### src/rtl/turn_signal_ctrl.sv
// ---------------------------------------------------------------------------
// turn_signal_ctrl
//
// Upstream controller for the left/right 3-lamp tail-light sequencers.
// Synchronises the four driver switches, divides the board clock into a slow
// step pulse, arbitrates the switches into a single turn mode and tracks the
// 4-position sweep so that a mode change only lands on a sweep boundary.
//
// Parameters
//   TICK_DIV      step period in clk cycles (>= 2)
//
// Ports
//   clk           board clock, all state changes on the rising edge
//   reset         synchronous, active-low reset
//   left_req      asynchronous left-turn switch
//   right_req     asynchronous right-turn switch
//   hazard_req    asynchronous hazard switch
//   brake         asynchronous brake switch
//   step          one-cycle pulse every TICK_DIV cycles (sequencer enable)
//   left_in       turn request to the left sequencer
//   right_in      turn request to the right sequencer
//   left_steady   left lamps on steady for braking
//   right_steady  right lamps on steady for braking
//   mode          0 IDLE, 1 LEFT, 2 RIGHT, 3 HAZARD
//   phase         sweep position 0..3, mirrors the sequencer state
// ---------------------------------------------------------------------------
module turn_signal_ctrl #(
  parameter int unsigned TICK_DIV = 12_500_000
) (
  input  logic       clk,
  input  logic       reset,
  input  logic       left_req,
  input  logic       right_req,
  input  logic       hazard_req,
  input  logic       brake,
  output logic       step,
  output logic       left_in,
  output logic       right_in,
  output logic       left_steady,
  output logic       right_steady,
  output logic [1:0] mode,
  output logic [1:0] phase
);

  localparam int unsigned CW = (TICK_DIV > 2) ? $clog2(TICK_DIV) : 1;
  localparam logic [CW-1:0] CNT_MAX = CW'(TICK_DIV - 1);

  typedef enum logic [1:0] {
    IDLE   = 2'd0,
    LEFT   = 2'd1,
    RIGHT  = 2'd2,
    HAZARD = 2'd3
  } mode_t;

  // Switch vectors are packed as {brake, hazard, right, left}.
  logic [3:0] req_meta;
  logic [3:0] req_sync;
  logic       left_s;
  logic       right_s;
  logic       hazard_s;
  logic       brake_s;

  logic [CW-1:0] cnt;

  mode_t      dreq;
  mode_t      mode_q;
  mode_t      mode_d;
  logic [1:0] phase_q;
  logic [1:0] phase_d;

  // Two-flop synchronisers for the asynchronous driver switches.
  always_ff @(posedge clk) begin
    if (!reset) begin
      req_meta <= '0;
      req_sync <= '0;
    end else begin
      req_meta <= {brake, hazard_req, right_req, left_req};
      req_sync <= req_meta;
    end
  end

  assign left_s   = req_sync[0];
  assign right_s  = req_sync[1];
  assign hazard_s = req_sync[2];
  assign brake_s  = req_sync[3];

  // Step prescaler: free-running 0..TICK_DIV-1 counter.
  always_ff @(posedge clk) begin
    if (!reset) begin
      cnt <= '0;
    end else if (cnt == CNT_MAX) begin
      cnt <= '0;
    end else begin
      cnt <= cnt + CW'(1);
    end
  end

  // Decoded from the register so step is glitch-free and aligned with cnt.
  assign step = (cnt == CNT_MAX);

  // Request arbitration: hazard wins, and both turn switches together are
  // treated as hazard rather than picking a side.
  always_comb begin
    dreq = IDLE;
    if (hazard_s || (left_s && right_s)) begin
      dreq = HAZARD;
    end else if (left_s) begin
      dreq = LEFT;
    end else if (right_s) begin
      dreq = RIGHT;
    end
  end

  // Mode/phase state register.
  always_ff @(posedge clk) begin
    if (!reset) begin
      mode_q  <= IDLE;
      phase_q <= 2'd0;
    end else begin
      mode_q  <= mode_d;
      phase_q <= phase_d;
    end
  end

  // Next-state logic. A new mode is only accepted from IDLE or on the step
  // that finishes phase 3, so a started sweep always runs to completion.
  // Entering a turn mode from IDLE does not advance phase on that edge
  // because the phase advance looks at the current (IDLE) mode.
  always_comb begin
    mode_d  = mode_q;
    phase_d = phase_q;
    if (step) begin
      if (mode_q == IDLE || phase_q == 2'd3) begin
        mode_d = dreq;
      end
      if (mode_q != IDLE) begin
        phase_d = phase_q + 2'd1;
      end
    end
    if (mode_d == IDLE) begin
      phase_d = 2'd0;
    end
  end

  // Outputs come straight off the mode register with no extra stage.
  assign mode     = mode_q;
  assign phase    = phase_q;
  assign left_in  = (mode_q == LEFT)  || (mode_q == HAZARD);
  assign right_in = (mode_q == RIGHT) || (mode_q == HAZARD);

  // Steady brake lamps only on a side that is not sweeping; hazard keeps
  // both sides flashing even while braking.
  assign left_steady  = brake_s && !left_in  && (mode_q != HAZARD);
  assign right_steady = brake_s && !right_in && (mode_q != HAZARD);

endmodule

### config.mk
export PLATFORM = sky130hd
export DESIGN_NAME = turn_signal_ctrl
export DESIGN_NICKNAME = d
export VERILOG_FILES = /design/src/rtl/turn_signal_ctrl.sv
export SDC_FILE = /design/constraint.sdc
export NUM_CORES = 1
export LEC_CHECK = 0
export ABC_AREA = 1
export BUFFER_PORTS_ARGS = -buffer_cell sky130_fd_sc_hd__buf_4
export CAP_MARGIN = 30
export CORE_ASPECT_RATIO = 1.2
export CORE_UTILIZATION = 45
export CTS_CLUSTER_DIAMETER = 30
export DETAILED_ROUTE_END_ITERATION = 8
export PLACE_DENSITY = 0.73
export SYNTH_ARGS = -nofsm -noshare
export SYNTH_HDL_FRONTEND = slang
export SYNTH_SLANG_ARGS = --single-unit
### constraint.sdc
create_clock -name clk -period 4.12 [get_ports clk]
set_clock_uncertainty 0.1 [all_clocks]
set_input_delay 0 -clock clk [delete_from_list [all_inputs] [get_ports clk]]
set_output_delay 0 -clock clk [all_outputs]
set_load 0.03 [all_outputs]
# Yosys cells after proc, flatten, opt, wreduce, memory -nomap -nowiden
# Index checks and enable logic that the tools add are counted.
[totals]
reg_bits = 36
in_bits = 6
[op_classes]
addsub = 2
eq_ne = 6
n_mux = 5
n_bitwise = 1
reduce_logical = 17
[op_table]
columns = ["operator", "n"]
rows = [
  ["$add 24x1->24 const B", 1],
  ["$eq 24x24->1 const B", 1],
  ["$mux 2", 5],
  ["$eq 2x2->1 const B", 3],
  ["$logic_and 1x1->1", 5],
  ["$logic_not 2->1", 2],
  ["$logic_or 1x1->1", 4],
  ["$reduce_or 2->1", 2],
  ["$add 2x1->2 const B", 1],
  ["$eq 2x1->1 const B", 1],
  ["$logic_not 1->1", 2],
  ["$ne 2x2->1 const B", 1],
  ["$reduce_and 2->1", 1],
  ["$reduce_bool 2->1", 1],
  ["$not 1->1", 1],
]

# Depth between registers and ports, before layout
[depth]
depth_word = 7
depth_mapped = 11
ltp_nobuf = 11

# Least setup slack after synthesis
# OpenSTA, ideal clock, no wires.
[synth_timing]
path_type = "register to register"
start = "reg cnt[0]"
end = "reg phase_q[0] (netlist: phase[0])"
setup_time_ns = 0.056
arrival_time_ns = 1.378
required_ns = 3.964
slack_ns = 2.586
stages_incl_launch_ff = 12
n_path_buf = 0
synth_period_minus_slack_ns = 1.534
cell_sequence = "dfxtp_1 ha_1 nand2_2 nor2_4 nand2_2 inv_2 nand3_2 inv_2 nand3b_1 nand2_1 nand2_1 inv_1"
[synth_via]
elab_chain_len = 4
word_cells_on_any_way = 5
classes_between = "eq/ne (1); mux (1); reduce/logical (3)"
[synth_rtl]
columns = ["item", "line", "rtl"]
rows = [
  ["from (decl)", "63", "logic [CW-1:0] cnt;"],
  ["from (signal assigned)", "94", "cnt <= cnt + CW'(1);"],
  ["$eq 24x24->1 (*)", "99", "assign step = (cnt == CNT_MAX);"],
  ["via step", "36", "output logic step,"],
  ["$mux 2", "132", "if (step) begin"],
  ["$logic_not 2->1", "140", "if (mode_d == IDLE) begin"],
  ["$reduce_or 2->1 (no line)", "-", ""],
  ["to (signal assigned)", "121", "phase_q <= phase_d;"],
  ["to (decl)", "68", "logic [1:0] phase_q;"],
]
# The timed path passes the listed nets; every way through them passes the cells marked *.
# A chain may end at the register's enable or synchronous reset.

# Worst setup path after layout
[layout_timing]
start = "reg cnt[0]"
end = "reg cnt[14]"
[layout_via]
elab_chain_len = 2
word_cells_on_any_way = 3
classes_between = "add/sub (1); eq/ne (1); reduce/logical (1)"
[layout_rtl]
columns = ["item"]
rows = [
  ["parallel branches: the longest is 2 deep, another holds $add 24x1->24"],
]
# Parallel ways; which one is timed is not known.

==> results.json <==
{
  "status": "complete, no violations",
  "core_sq_um": 3690,
  "first_global_vias": 1399,
  "io-pin-count": 15,
  "ys_warn_count": 0,
  "hpwl_um": 2390,
  "worstSetupPathType": "reg2reg",
  "max-cap-violations": 0,
  "synth_seq_cells": 36,
  "p_clk_frac": 0.444,
  "path_max_fanout": 17,
  "yosys.area_share.adder": 0.0141,
  "wl_per_cell_um": 9.89,
  "viasPerCell": 4.61,
  "instances_no_fill": 327,
  "fmax_mhz": 575,
  "layout.nets": 282,
  "antenna_found_initial": 0,
  "p_sw_frac": 0.212,
  "grt_first_pass_wirelength_um": 5690,
  "fin_crit_sh": 0.422,
  "internal-power_uw": 548,
  "synth-compound-area-share": 0.0721,
  "vias": 1507,
  "combPwrFrac": 0.044,
  "power.density_nw_per_um2": 329,
  "synthXorXnorAreaFrac": 0.0347,
  "core.rowCount": 24,
  "cp.arrival_ps": 1830,
  "drtAntennaViolNets": 0,
  "start_util": 0.479,
  "seqPwrFrac": 0.512,
  "synthDistinctLibCells": 31,
  "die_height_um": 70.7,
  "mostFrequentLayoutCells": "62 x nand2_1, 37 x inv_1, 36 x nor2_1, 36 x dfxtp_1, 14 x buf_4",
  "synth_ff_type": "dfxtp_1",
  "numCtsBuffers": 5,
  "setup_viol": 0,
  "clockBufferDepth": 2,
  "dieArea_sq_um": 4190,
  "cts.repair.resized": 0,
  "overflow": 0,
  "dr.pass1.iters": 4,
  "synth_edf_count": 0,
  "syn_nets": 256,
  "cts.sinks": 36,
  "clk_pin_slew_worst_paths_ps": 80,
  "report.final.slew_viol_count": 0,
  "clock_latency_ps": 300,
  "syn-instance-count": 248,
  "mappedNetlistArea_sq_um": 1770,
  "worst_pin_slew_ps": 331,
  "dpl.cell_count": 310,
  "final_common_cell": "nand2_1",
  "port_buffers": 14,
  "drt_iter0_markers": 33,
  "avgSynthCellArea_sq_um": 7.13,
  "antennaDiodeCount": 0,
  "cts_max_level": 2,
  "rsz0062_at_grt": "false",
  "grt_max_degree": 18,
  "cts-root-buf": "clkbuf_8",
  "synth_top_family_by_area": "simple AND/OR/NAND/NOR gates",
  "ir_drop_v": 0.000216,
  "ys_seq_area_frac": 0.407,
  "fin_crit_ps": 1740,
  "cp-start-kind": "flip-flop",
  "drcViolationCount": 0,
  "syn_to_final_growth_pct": 19.7,
  "required_ps": 4210,
  "end_kind": "flip-flop",
  "hold_viol": 0,
  "slew_headroom": 0.778,
  "hp-class": "reg2reg",
  "tritoncts": "built",
  "fp.dieW_um": 59.2,
  "synth_simple_gate_area_share": 0.370,
  "grt_util_all_layers": 0.183,
  "wl_um": 3230,
  "p_sw_uw": 147,
  "synth.mux.area_fraction": 0,
  "tns_ps": 0,
  "async_flop_share": 0,
  "power.leakage_nw": 0.985,
  "drive_above_1_share": 0.178,
  "gp_congestion": 0.788
}
[through the flow]
| stage | power [mW] | worst slack (ps) | util | cell area, sq um | hold slack (ps) |
|---|---|---|---|---|---|
| floorplan | 0.381 | 2590 | - | 1770 | -2.37 |
| global placement | 0.387 | 2460 | 0.519 | 1920 | 79.3 |
| detailed placement | 0.388 | 2390 | 0.519 | 1920 | 85.6 |
| CTS | 0.706 | 2380 | 0.573 | 2120 | 317 |
| global route | 0.717 | 2210 | 0.573 | 2120 | 337 |
| finish | 0.696 | 2380 | 0.573 | 2120 | 314 |
[power groups by stage]
stage / Combinational [mW] / Clock [mW] / Sequential, mW
floorplan: 0.0170 / 0 / 0.364
CTS: 0.0306 / 0.319 / 0.356
global route: 0.0338 / 0.326 / 0.357
finish: 0.0305 / 0.309 / 0.356
detailed placement: 0.0239 / 0 / 0.364
global placement: 0.0230 / 0 / 0.364
[cell usage after synthesis, types with 3 or more instances]
master,count,area (sq um)
a21oi_1,11,55.1
dfxtp_1,36,721
inv_1,37,139
inv_2,3,11.3
nand2_1,62,233
nand2_2,5,31.3
nand3_1,11,55.1
nor2_1,36,135
nor2_2,3,18.8
nor3_1,6,30.0
o21ai_0,3,15.0
xor2_1,5,43.8
[sequential cells by signal, indices dropped and copies added, names as in the netlist]
name      count
req_meta      4
cnt          24
req_sync      4
phase         2
mode          2
[worst max-delay path, cell delays in order, from the launching register on]
cell	delay [ps]
dfxtp_1	350
ha_1	190
nand2_2	110
nor2_4	160
nand2_2	80
inv_2	60
nand3_2	130
nand2_4	230
inv_4	90
o21ai_0	90
a21oi_1	50
[routing by layer]
| layer | wire length (um) | part of all wire | GRT usage | vias to the layer above |
|---|---|---|---|---|
| li1 | - | - | - | 806 |
| met4 | 87 | 0.027 | 0.0952 | 0 |
| met5 | 0 | 0 | 0 | - |
| met2 | 1600 | 0.49 | 0.322 | 12 |
| met3 | 68 | 0.021 | 0.0548 | 6 |
| met1 | 1480 | 0.46 | 0.190 | 683 |
[kinds of logic (layout without fill, tap and decap cells)]
| group | Yosys count | count (layout) |
|---|---|---|
| AOI/OAI and AO/OA | 21 | 21 |
| xor gates and xnor gates | 7 | 7 |
| adders and majority gates | 2 | 2 |
| buffers and inverters | 45 | 72 |
| DFF | 36 | 36 |
| and+or+nand+nor | 137 | 137 |
[final timing paths]
kind | cells past startpoint | slack, ps | end | from
setup / recovery | 10 | 2380 | cnt[14] | cnt[0]
hold / removal | 2 | 310 | req_sync[1] | req_meta[1]
setup reg to reg | 10 | 2380 | cnt[14] | cnt[0]
hold reg to reg | 2 | 310 | req_sync[1] | req_meta[1]
[timing repair]
item / 4_1_cts / 5_1_grt
endpoints found under the hold margin: 10 / 0
setup endpoints to repair: 0 / 0
buffers inserted: 0 / 0
hold buffers: 9 / 0
[final cells by class]
| cell class | instances | area [sq um] |
|---|---|---|
| Timing Repair Buffer | 23 | 195 |
| Inverter | 41 | 156 |
| Multi-Input combinational cell | 167 | 868 |
| Sequential cell | 36 | 721 |
| Tap cell | 52 | 65.1 |
| Fill cell | 358 | 1580 |
| Clock inverter | 3 | 42.5 |
| Clock buffer | 5 | 68.8 |
No activity file was read; power rests on OpenSTA's default activity.
